## src/rtl/id_ex_stage_reg_if.sv

```systemverilog
// ID/EX boundary bundle: decoded instruction from ID, registered copy toward EX,
// plus hazard/perf observation outputs.
interface id_ex_stage_reg_if #(
  parameter int size   = 32,
  parameter int CTRL_W = 16
);
  logic              buble;
  logic              flush;
  logic              stall;
  logic              valid_ID;
  logic [size-1:0]   PC_ID;
  logic [size-1:0]   A_ID;
  logic [size-1:0]   B_ID;
  logic [size-1:0]   IMM_ID;
  logic [4:0]        RA_ID;
  logic [4:0]        RB_ID;
  logic [4:0]        RD_ID;
  logic              isLoad_ID;
  logic [CTRL_W-1:0] CTRL_ID;

  logic              valid_EX;
  logic [size-1:0]   PC_EX;
  logic [size-1:0]   A_EX;
  logic [size-1:0]   B_EX;
  logic [size-1:0]   IMM_EX;
  logic [4:0]        RA_EX;
  logic [4:0]        RB_EX;
  logic [4:0]        RD_EX;
  logic              isLoad_EX;
  logic [CTRL_W-1:0] CTRL_EX;
  logic              hazard_err;
  logic [31:0]       bubble_cnt;
  logic [31:0]       flush_cnt;

  modport master (
    output buble, flush, stall, valid_ID, PC_ID, A_ID, B_ID, IMM_ID,
           RA_ID, RB_ID, RD_ID, isLoad_ID, CTRL_ID,
    input  valid_EX, PC_EX, A_EX, B_EX, IMM_EX, RA_EX, RB_EX, RD_EX,
           isLoad_EX, CTRL_EX, hazard_err, bubble_cnt, flush_cnt
  );

  modport slave (
    input  buble, flush, stall, valid_ID, PC_ID, A_ID, B_ID, IMM_ID,
           RA_ID, RB_ID, RD_ID, isLoad_ID, CTRL_ID,
    output valid_EX, PC_EX, A_EX, B_EX, IMM_EX, RA_EX, RB_EX, RD_EX,
           isLoad_EX, CTRL_EX, hazard_err, bubble_cnt, flush_cnt
  );
endinterface

```

## src/rtl/id_ex_stage_reg.sv

```systemverilog
// ID/EX pipeline register with flush > stall > bubble > load priority and a load-use
// bubble watchdog. Define PERF_CNT_EN to implement the bubble/flush performance counters.
module id_ex_stage_reg #(
  parameter int size       = 32,
  parameter int CTRL_W     = 16,
  parameter int MAX_BUBBLE = 2
) (
  input  logic              clk,
  input  logic              rst_n,
  id_ex_stage_reg_if.slave  bus
);

  localparam int BCNT_RAW = $clog2(MAX_BUBBLE + 2);
  localparam int BCNT_W   = (BCNT_RAW < 2) ? 2 : BCNT_RAW;
  localparam logic [BCNT_W-1:0] BCNT_SAT = BCNT_W'(MAX_BUBBLE + 1);
  localparam logic [BCNT_W:0]   BCNT_MAX = (BCNT_W + 1)'(MAX_BUBBLE);

  typedef enum logic [1:0] {
    ACT_LOAD,
    ACT_BUBBLE,
    ACT_HOLD,
    ACT_FLUSH
  } act_t;

  act_t act;

  always_comb begin
    act = ACT_LOAD;
    if (bus.flush)      act = ACT_FLUSH;
    else if (bus.stall) act = ACT_HOLD;
    else if (bus.buble) act = ACT_BUBBLE;
  end

  logic              valid_q;
  logic [size-1:0]   pc_q;
  logic [size-1:0]   a_q;
  logic [size-1:0]   b_q;
  logic [size-1:0]   imm_q;
  logic [4:0]        ra_q;
  logic [4:0]        rb_q;
  logic [4:0]        rd_q;
  logic              is_load_q;
  logic [CTRL_W-1:0] ctrl_q;

  // Operand/PC fields follow ID even on a NOP; only the fields hazard detection and
  // later stages act on are forced to zero.
  always_ff @(posedge clk or negedge rst_n) begin
    if (!rst_n) begin
      pc_q  <= '0;
      a_q   <= '0;
      b_q   <= '0;
      imm_q <= '0;
      ra_q  <= '0;
      rb_q  <= '0;
    end else if (act != ACT_HOLD) begin
      pc_q  <= bus.PC_ID;
      a_q   <= bus.A_ID;
      b_q   <= bus.B_ID;
      imm_q <= bus.IMM_ID;
      ra_q  <= bus.RA_ID;
      rb_q  <= bus.RB_ID;
    end
  end

  always_ff @(posedge clk or negedge rst_n) begin
    if (!rst_n) begin
      valid_q   <= 1'b0;
      ctrl_q    <= '0;
      rd_q      <= '0;
      is_load_q <= 1'b0;
    end else begin
      case (act)
        ACT_LOAD: begin
          valid_q   <= bus.valid_ID;
          ctrl_q    <= bus.CTRL_ID;
          rd_q      <= bus.RD_ID;
          is_load_q <= bus.isLoad_ID;
        end
        ACT_HOLD: begin
          valid_q   <= valid_q;
          ctrl_q    <= ctrl_q;
          rd_q      <= rd_q;
          is_load_q <= is_load_q;
        end
        default: begin
          valid_q   <= 1'b0;
          ctrl_q    <= {CTRL_W{1'b0}};
          rd_q      <= 5'd0;
          is_load_q <= 1'b0;
        end
      endcase
    end
  end

  logic [BCNT_W-1:0] bcnt;
  logic [BCNT_W:0]   bcnt_inc;
  logic              hazard_err_q;

  assign bcnt_inc = {1'b0, bcnt} + 1'b1;

  // Stalled bubbles neither advance nor clear the run; only buble=0 ends it.
  always_ff @(posedge clk or negedge rst_n) begin
    if (!rst_n) begin
      bcnt         <= '0;
      hazard_err_q <= 1'b0;
    end else if (!bus.buble) begin
      bcnt <= '0;
    end else if (!bus.stall) begin
      if (bcnt != BCNT_SAT) bcnt <= bcnt_inc[BCNT_W-1:0];
      if (bcnt_inc > BCNT_MAX) hazard_err_q <= 1'b1;
    end
  end

`ifdef PERF_CNT_EN
  logic [31:0] bubble_cnt_q;
  logic [31:0] flush_cnt_q;

  always_ff @(posedge clk or negedge rst_n) begin
    if (!rst_n) begin
      bubble_cnt_q <= '0;
      flush_cnt_q  <= '0;
    end else begin
      if (act == ACT_BUBBLE) bubble_cnt_q <= bubble_cnt_q + 32'd1;
      if (act == ACT_FLUSH)  flush_cnt_q  <= flush_cnt_q + 32'd1;
    end
  end

  assign bus.bubble_cnt = bubble_cnt_q;
  assign bus.flush_cnt  = flush_cnt_q;
`else
  assign bus.bubble_cnt = 32'd0;
  assign bus.flush_cnt  = 32'd0;
`endif

  assign bus.valid_EX   = valid_q;
  assign bus.PC_EX      = pc_q;
  assign bus.A_EX       = a_q;
  assign bus.B_EX       = b_q;
  assign bus.IMM_EX     = imm_q;
  assign bus.RA_EX      = ra_q;
  assign bus.RB_EX      = rb_q;
  assign bus.RD_EX      = rd_q;
  assign bus.isLoad_EX  = is_load_q;
  assign bus.CTRL_EX    = ctrl_q;
  assign bus.hazard_err = hazard_err_q;

endmodule

```

## src/flat_wrapper.sv

```systemverilog
// flat-port wrapper written by rule: the top's interface ports become plain ports
module id_ex_stage_reg_flat 
#(
  parameter int size       = 32,
  parameter int CTRL_W     = 16,
  parameter int MAX_BUBBLE = 2
)
  (clk, rst_n, bus_buble, bus_flush, bus_stall, bus_valid_ID, bus_PC_ID, bus_A_ID, bus_B_ID, bus_IMM_ID, bus_RA_ID, bus_RB_ID, bus_RD_ID, bus_isLoad_ID, bus_CTRL_ID, bus_valid_EX, bus_PC_EX, bus_A_EX, bus_B_EX, bus_IMM_EX, bus_RA_EX, bus_RB_EX, bus_RD_EX, bus_isLoad_EX, bus_CTRL_EX, bus_hazard_err, bus_bubble_cnt, bus_flush_cnt);
  id_ex_stage_reg_if #(.size(size), .CTRL_W(CTRL_W)) bus_i ();
  input  logic clk;
  input  logic rst_n;
  input wire logic [$bits(bus_i.buble)-1:0] bus_buble;
  input wire logic [$bits(bus_i.flush)-1:0] bus_flush;
  input wire logic [$bits(bus_i.stall)-1:0] bus_stall;
  input wire logic [$bits(bus_i.valid_ID)-1:0] bus_valid_ID;
  input wire logic [$bits(bus_i.PC_ID)-1:0] bus_PC_ID;
  input wire logic [$bits(bus_i.A_ID)-1:0] bus_A_ID;
  input wire logic [$bits(bus_i.B_ID)-1:0] bus_B_ID;
  input wire logic [$bits(bus_i.IMM_ID)-1:0] bus_IMM_ID;
  input wire logic [$bits(bus_i.RA_ID)-1:0] bus_RA_ID;
  input wire logic [$bits(bus_i.RB_ID)-1:0] bus_RB_ID;
  input wire logic [$bits(bus_i.RD_ID)-1:0] bus_RD_ID;
  input wire logic [$bits(bus_i.isLoad_ID)-1:0] bus_isLoad_ID;
  input wire logic [$bits(bus_i.CTRL_ID)-1:0] bus_CTRL_ID;
  output wire logic [$bits(bus_i.valid_EX)-1:0] bus_valid_EX;
  output wire logic [$bits(bus_i.PC_EX)-1:0] bus_PC_EX;
  output wire logic [$bits(bus_i.A_EX)-1:0] bus_A_EX;
  output wire logic [$bits(bus_i.B_EX)-1:0] bus_B_EX;
  output wire logic [$bits(bus_i.IMM_EX)-1:0] bus_IMM_EX;
  output wire logic [$bits(bus_i.RA_EX)-1:0] bus_RA_EX;
  output wire logic [$bits(bus_i.RB_EX)-1:0] bus_RB_EX;
  output wire logic [$bits(bus_i.RD_EX)-1:0] bus_RD_EX;
  output wire logic [$bits(bus_i.isLoad_EX)-1:0] bus_isLoad_EX;
  output wire logic [$bits(bus_i.CTRL_EX)-1:0] bus_CTRL_EX;
  output wire logic [$bits(bus_i.hazard_err)-1:0] bus_hazard_err;
  output wire logic [$bits(bus_i.bubble_cnt)-1:0] bus_bubble_cnt;
  output wire logic [$bits(bus_i.flush_cnt)-1:0] bus_flush_cnt;
  assign bus_i.buble = bus_buble;
  assign bus_i.flush = bus_flush;
  assign bus_i.stall = bus_stall;
  assign bus_i.valid_ID = bus_valid_ID;
  assign bus_i.PC_ID = bus_PC_ID;
  assign bus_i.A_ID = bus_A_ID;
  assign bus_i.B_ID = bus_B_ID;
  assign bus_i.IMM_ID = bus_IMM_ID;
  assign bus_i.RA_ID = bus_RA_ID;
  assign bus_i.RB_ID = bus_RB_ID;
  assign bus_i.RD_ID = bus_RD_ID;
  assign bus_i.isLoad_ID = bus_isLoad_ID;
  assign bus_i.CTRL_ID = bus_CTRL_ID;
  assign bus_valid_EX = bus_i.valid_EX;
  assign bus_PC_EX = bus_i.PC_EX;
  assign bus_A_EX = bus_i.A_EX;
  assign bus_B_EX = bus_i.B_EX;
  assign bus_IMM_EX = bus_i.IMM_EX;
  assign bus_RA_EX = bus_i.RA_EX;
  assign bus_RB_EX = bus_i.RB_EX;
  assign bus_RD_EX = bus_i.RD_EX;
  assign bus_isLoad_EX = bus_i.isLoad_EX;
  assign bus_CTRL_EX = bus_i.CTRL_EX;
  assign bus_hazard_err = bus_i.hazard_err;
  assign bus_bubble_cnt = bus_i.bubble_cnt;
  assign bus_flush_cnt = bus_i.flush_cnt;
  id_ex_stage_reg #(.size(size), .CTRL_W(CTRL_W), .MAX_BUBBLE(MAX_BUBBLE)) u_core (.clk(clk), .rst_n(rst_n), .bus(bus_i));
endmodule
```

## config.mk

```make
export PLATFORM = sky130hd
export DESIGN_NAME = id_ex_stage_reg_flat
export DESIGN_NICKNAME = d
export VERILOG_FILES = /design/src/rtl/id_ex_stage_reg_if.sv /design/src/rtl/id_ex_stage_reg.sv /design/src/flat_wrapper.sv
export SDC_FILE = /design/constraint.sdc
export NUM_CORES = 1
export LEC_CHECK = 0
export ABC_AREA = 1
export CAP_MARGIN = 5
export CORE_AREA = 3 3 150 152
export DETAILED_ROUTE_END_ITERATION = 16
export DIE_AREA = 0 0 153 155
export PLACE_DENSITY = 0.69
export SYNTH_ARGS = -nofsm -noshare
export SYNTH_HDL_FRONTEND = slang
export SYNTH_SLANG_ARGS = --single-unit
```

## constraint.sdc

```tcl
create_clock -name clk -period 1 [get_ports clk]
set_input_delay 0.3 -clock clk [delete_from_list [all_inputs] [get_ports clk]]
set_output_delay 0.3 -clock clk [all_outputs]
set_load 0.01 [all_outputs]
```

; Yosys cells after proc, flatten, opt, wreduce, memory -nomap -nowiden
; Cells that the tools add are included.
[op_classes]
add_sub_neg = 1
n_reduce_logical = 3
bitwise = 1
magnitude_cmp = 1
eq_ne = 5
n_mux = 10
[op_table]
columns = cell, count
row1 = one-hot mux 16 bit (2 select lines), 1
row2 = two-way mux 2 bit, 5
row3 = one-hot mux 5 bit (2 select lines), 1
row4 = "inequality test 2 bit, second input constant", 3
row5 = one-hot mux 1 bit (2 select lines), 2
row6 = "adder 2 x 1 -> 3 bit, second input constant", 1
row7 = "greater-than comparator 3 x 2 -> 1 bit, second input constant", 1
row8 = AND reduction 3 bit, 1
row9 = "equality test 2 bit, second input constant", 1
row10 = logical NOT 2 bit, 1
row11 = "inequality test 2 x 1 -> 1 bit, second input constant", 1
row12 = AND reduction 2 bit, 1
row13 = two-way mux 1 bit, 1
row14 = inverter 1 bit, 1
[totals]
wordCells = 33
ff_bits = 164
out_inout_bits = 226
in_bits = 166

; Depth between registers and ports, before layout
[logic_depth]
ltp_word = 5
depth_mapped = 7
mapped_depth_nobuf = 5

; Worst setup path before layout
; OpenSTA, ideal clock, no wires.
[synth_timing]
path_type = input -> register
start = input bus_flush
end = register u_core.rd_q[3], in the netlist u_core.bus.RD_EX[3]
path_buffers = 2
t_arrival_ns = 0.880
t_required_ns = 0.883
setup_slack_ns = 0.003
stages = 7
path_cell_list = inv_1 -> nand2_1 -> inv_2 -> buf_4 -> buf_4 -> nand2_1 -> nand2_1
[synth_via]
elab_chain_len = 3
word_cells_on_any_way = 4
[synth_rtl]
columns = element, line_no
row1 = from (decl), flat_wrapper.sv:13  ; input wire logic [$bits(bus_i.flush)-1:0] bus_flush;
row2 = two-way mux 2 bit (*), id_ex_stage_reg.sv:29  ; if (bus.flush) act = ACT_FLUSH;
row3 = equality test 2 bit or logical NOT 2 bit (tied branches), id_ex_stage_reg.sv:72  ; case (act)
row4 = one-hot mux 5 bit (2 select lines), id_ex_stage_reg.sv:72
row5 = to (signal assigned), id_ex_stage_reg.sv:76  ; rd_q <= bus.RD_ID;
row6 = to (signal assigned), id_ex_stage_reg.sv:82  ; rd_q <= rd_q;
row7 = to (decl), id_ex_stage_reg.sv:41  ; logic [4:0] rd_q;
; Mark *: on every way between the ends. The rest lies on a longest branch, timed or not.
; A chain may end at the register's enable or synchronous reset.

; Final worst setup path
[layout_timing]
start = register u_core.imm_q[8], in the netlist u_core.bus.IMM_EX[8]
end = output bus_IMM_EX[8]
[layout_rtl]
columns = element, line_no
row1 = from (decl), id_ex_stage_reg.sv:38  ; logic [size-1:0] imm_q;
row2 = from (signal assigned), id_ex_stage_reg.sv:59  ; imm_q <= bus.IMM_ID;
row3 = to (decl), flat_wrapper.sv:29  ; output wire logic [$bits(bus_i.IMM_EX)-1:0] bus_IMM_EX;
; No word-level cell between the ends.

==> out/metrics.csv <==
metric;value;unit
outcome;finished, violations left;
failing checks;setup timing;
Clock Root Buffer;clkbuf_16;
Power Dens Cells;1510;nW/um^2
WL/cell;14.0;um
first-pass GRT wire length;32.0;mm
final setup margin;-0.276;ns
final core utilization;0.529;
Worst path max stage delay;0.42;ns
share of cells above drive strength 1;0.264;
I/O pin cnt;392;
worst min path class;input pin to asynchronous set/reset pin;
worst-skew pair later-pin latency;0.41;ns
vias per inst;4.21;
final non-filler cell total;1486;
Worst R2R Setup Slack;0.05;ns
HPWL Detailed;15.6;mm
FP Rows;53;
CP Capture Point;bus_IMM_EX[8];
CP cell instances;buf_6;
final setup TNS;-37.68;ns
CTS sink count;164;
CTS H-Tree Depth;4;
starting density of the core;0.318;
initial antenna violation count;0;
Worst IR Drop VDD;0.000958;V
drt drc;0;
fin area;11200;um^2
Total GRT Usage;0.167;
final hold violation count;0;
Die X;153;um
Hold Slack;0.300;ns
DR pass1 iterations;4;
Placer Congestion;0.843;
Syn Inst Count;767;
largest net degree at the start of global routing;57;
final critical-path required period;1.28;ns
Clock Power Share;0.357;
clock-pin transition on the worst setup and hold timing paths;0.07;ns
# placed instances;1376;
area grow syn2layout;66.6;%
met3 usage;0.0629;
Syn Area/Cell;8.76;um^2
max-slew violation count;0;
die height;155;um
Crit path depth;1;
Congestion Overflow GR;0;
YS warnings;0;
Worst setup SP type;flop;
RSZ-0062 raised after global routing;true;
Synth Cell Area;6720;um^2
total core area;21200;um^2
r2r worst-path depth;5;
clock buffer depth;2;
final setup fails;162;
CP bufs+invs;1;
Pwr Total;17.0;mW
Critical Path AT;0.98;ns
Most Crowded Layer GR;met2;
sw frac;0.275;
sequential share of the synthesized area;0.611;
combinational power share;0.201;
reg2reg start;u_core.bcnt[1];
leakage power;6.03;nW
Port Buffer Count;327;
number of global-route vias before repair;6199;
Int Power;12.3;mW
Routed WL;20.7;mm
Switch Pwr;4.67;mW
Crit path max-delay family;flip-flops;
slowest CP cell;dfrtp_1;
Critical Path RT;0.70;ns
Yosys reg bits;164;
antenna fix cells;0;
CP Max Fanout;2;
GR Util met1;0.194;
Netlist cell types;13;
DIE AREA;23700;um^2
routed via count;6259;
max cap viols;0;
Post-DP Area;10400;um^2
Crit Path Category;flop to output pin;
Post-DRT Antenna Nets;0;
CP startpoint;u_core.bus.IMM_EX[8];
CTS tree;yes;
Layout Nets;1366;
TritonCTS buffer count;17;
Max Freq;784;MHz
initial drt markers;294;
capturing point of the worst reg2reg path;u_core.bcnt[0];
Flop pwr share;0.442;
Final period util;1.28;
Setup Skew;0.000305;ns
GR Util met2;0.288;
Setup crit end kind;output pin;
Setup WS pre-CTS;-0.592;ns
metal layers:
layer	up-vias	wire length, um
li1	3056	-
met1	2897	8320
met2	275	10100
met3	31	1920
met4	0	435
met5	-	0
synth_stat cells:
master    number  area share
buf_2         23       0.017
buf_4         74       0.083
clkbuf_1       3      0.0017
conb_1         1     0.00056
dfrtp_1      164        0.61
ha_1           1      0.0019
inv_1          2      0.0011
inv_2          2      0.0011
nand2_1      469        0.26
nand3_1       24       0.018
nand4_1        1     0.00093
nor2_1         2      0.0011
o21bai_1       1      0.0011
registers in the layout (all words and copies together) (netlist names):
| register | flops |
|---|---|
| u_core.bus.hazard_err | 1 |
| u_core.bus.RB_EX | 5 |
| u_core.bus.RD_EX | 5 |
| u_core.bcnt | 2 |
| u_core.bus.RA_EX | 5 |
| u_core.bus.A_EX | 32 |
| u_core.bus.IMM_EX | 32 |
| u_core.bus.PC_EX | 32 |
| u_core.bus.CTRL_EX | 16 |
| u_core.bus.B_EX | 32 |
| u_core.bus.valid_EX | 1 |
| u_core.bus.isLoad_EX | 1 |
timing repair:
item / CTS / global route
setup buffers: 38 / 40
endpoints found under the hold margin: 13 / 0
resized for setup: 706 / 22
hold buffers: 1 / 0
setup endpoints to repair: 324 / 164
cells by family after synthesis:
family          after synthesis  share of synthesized area
buf+inv                     104                      0.104
compound gates                1                    0.00112
fa+ha+maj                     1                    0.00186
other cells                   1                   0.000558
simple gates                496                      0.282
flops                       164                      0.611
area by class of cell:
class / count / area [um^2]
Timing Repair Buffer: 450 / 4030
Clock inverter: 12 / 100
Inverter: 4 / 17.5
Fill cell: 1959 / 9960
Multi-Input combinational cell: 562 / 2170
Tap cell: 275 / 344
Clock buffer: 19 / 433
Sequential cell: 164 / 4100
power by group through the flow:
stage | clock network, mW | logic, mW | registers (mW)
2_1_floorplan | 0 | 0.964 | 7.80
3_3_place_gp | 0 | 3.28 | 7.56
3_5_place_dp | 0 | 3.31 | 7.57
4_1_cts | 6.26 | 3.21 | 7.46
5_1_grt | 6.53 | 3.72 | 7.54
6_report | 6.05 | 3.41 | 7.49
worst min-delay path by stage:
stage,start,to,slack (ns),cells past startpoint
5_1_grt,rst_n,u_core.bus.CTRL_EX[1],0.29,2
3_5_place_dp,rst_n,u_core.bus.RD_EX[4],0.18,1
4_1_cts,rst_n,u_core.bus.CTRL_EX[1],0.28,2
2_1_floorplan,rst_n,u_core.bcnt[0],0.004,0
6_report,rst_n,u_core.bus.RD_EX[4],0.30,2
3_3_place_gp,rst_n,u_core.bus.RD_EX[4],0.18,1
layout by cell type, fill, tap and decap left out, types with 3 or more instances in the layout:
master,Yosys,routed
nand2_1,469,467
dfrtp_1,164,164
clkdlybuf4s50_1,0,162
buf_4,74,105
buf_2,23,94
buf_6,0,69
conb_1,1,64
nand3_1,24,24
clkbuf_16,0,17
buf_12,0,17
clkinvlp_4,0,6
inv_6,0,3
No activity file was read; power rests on OpenSTA's default activity.
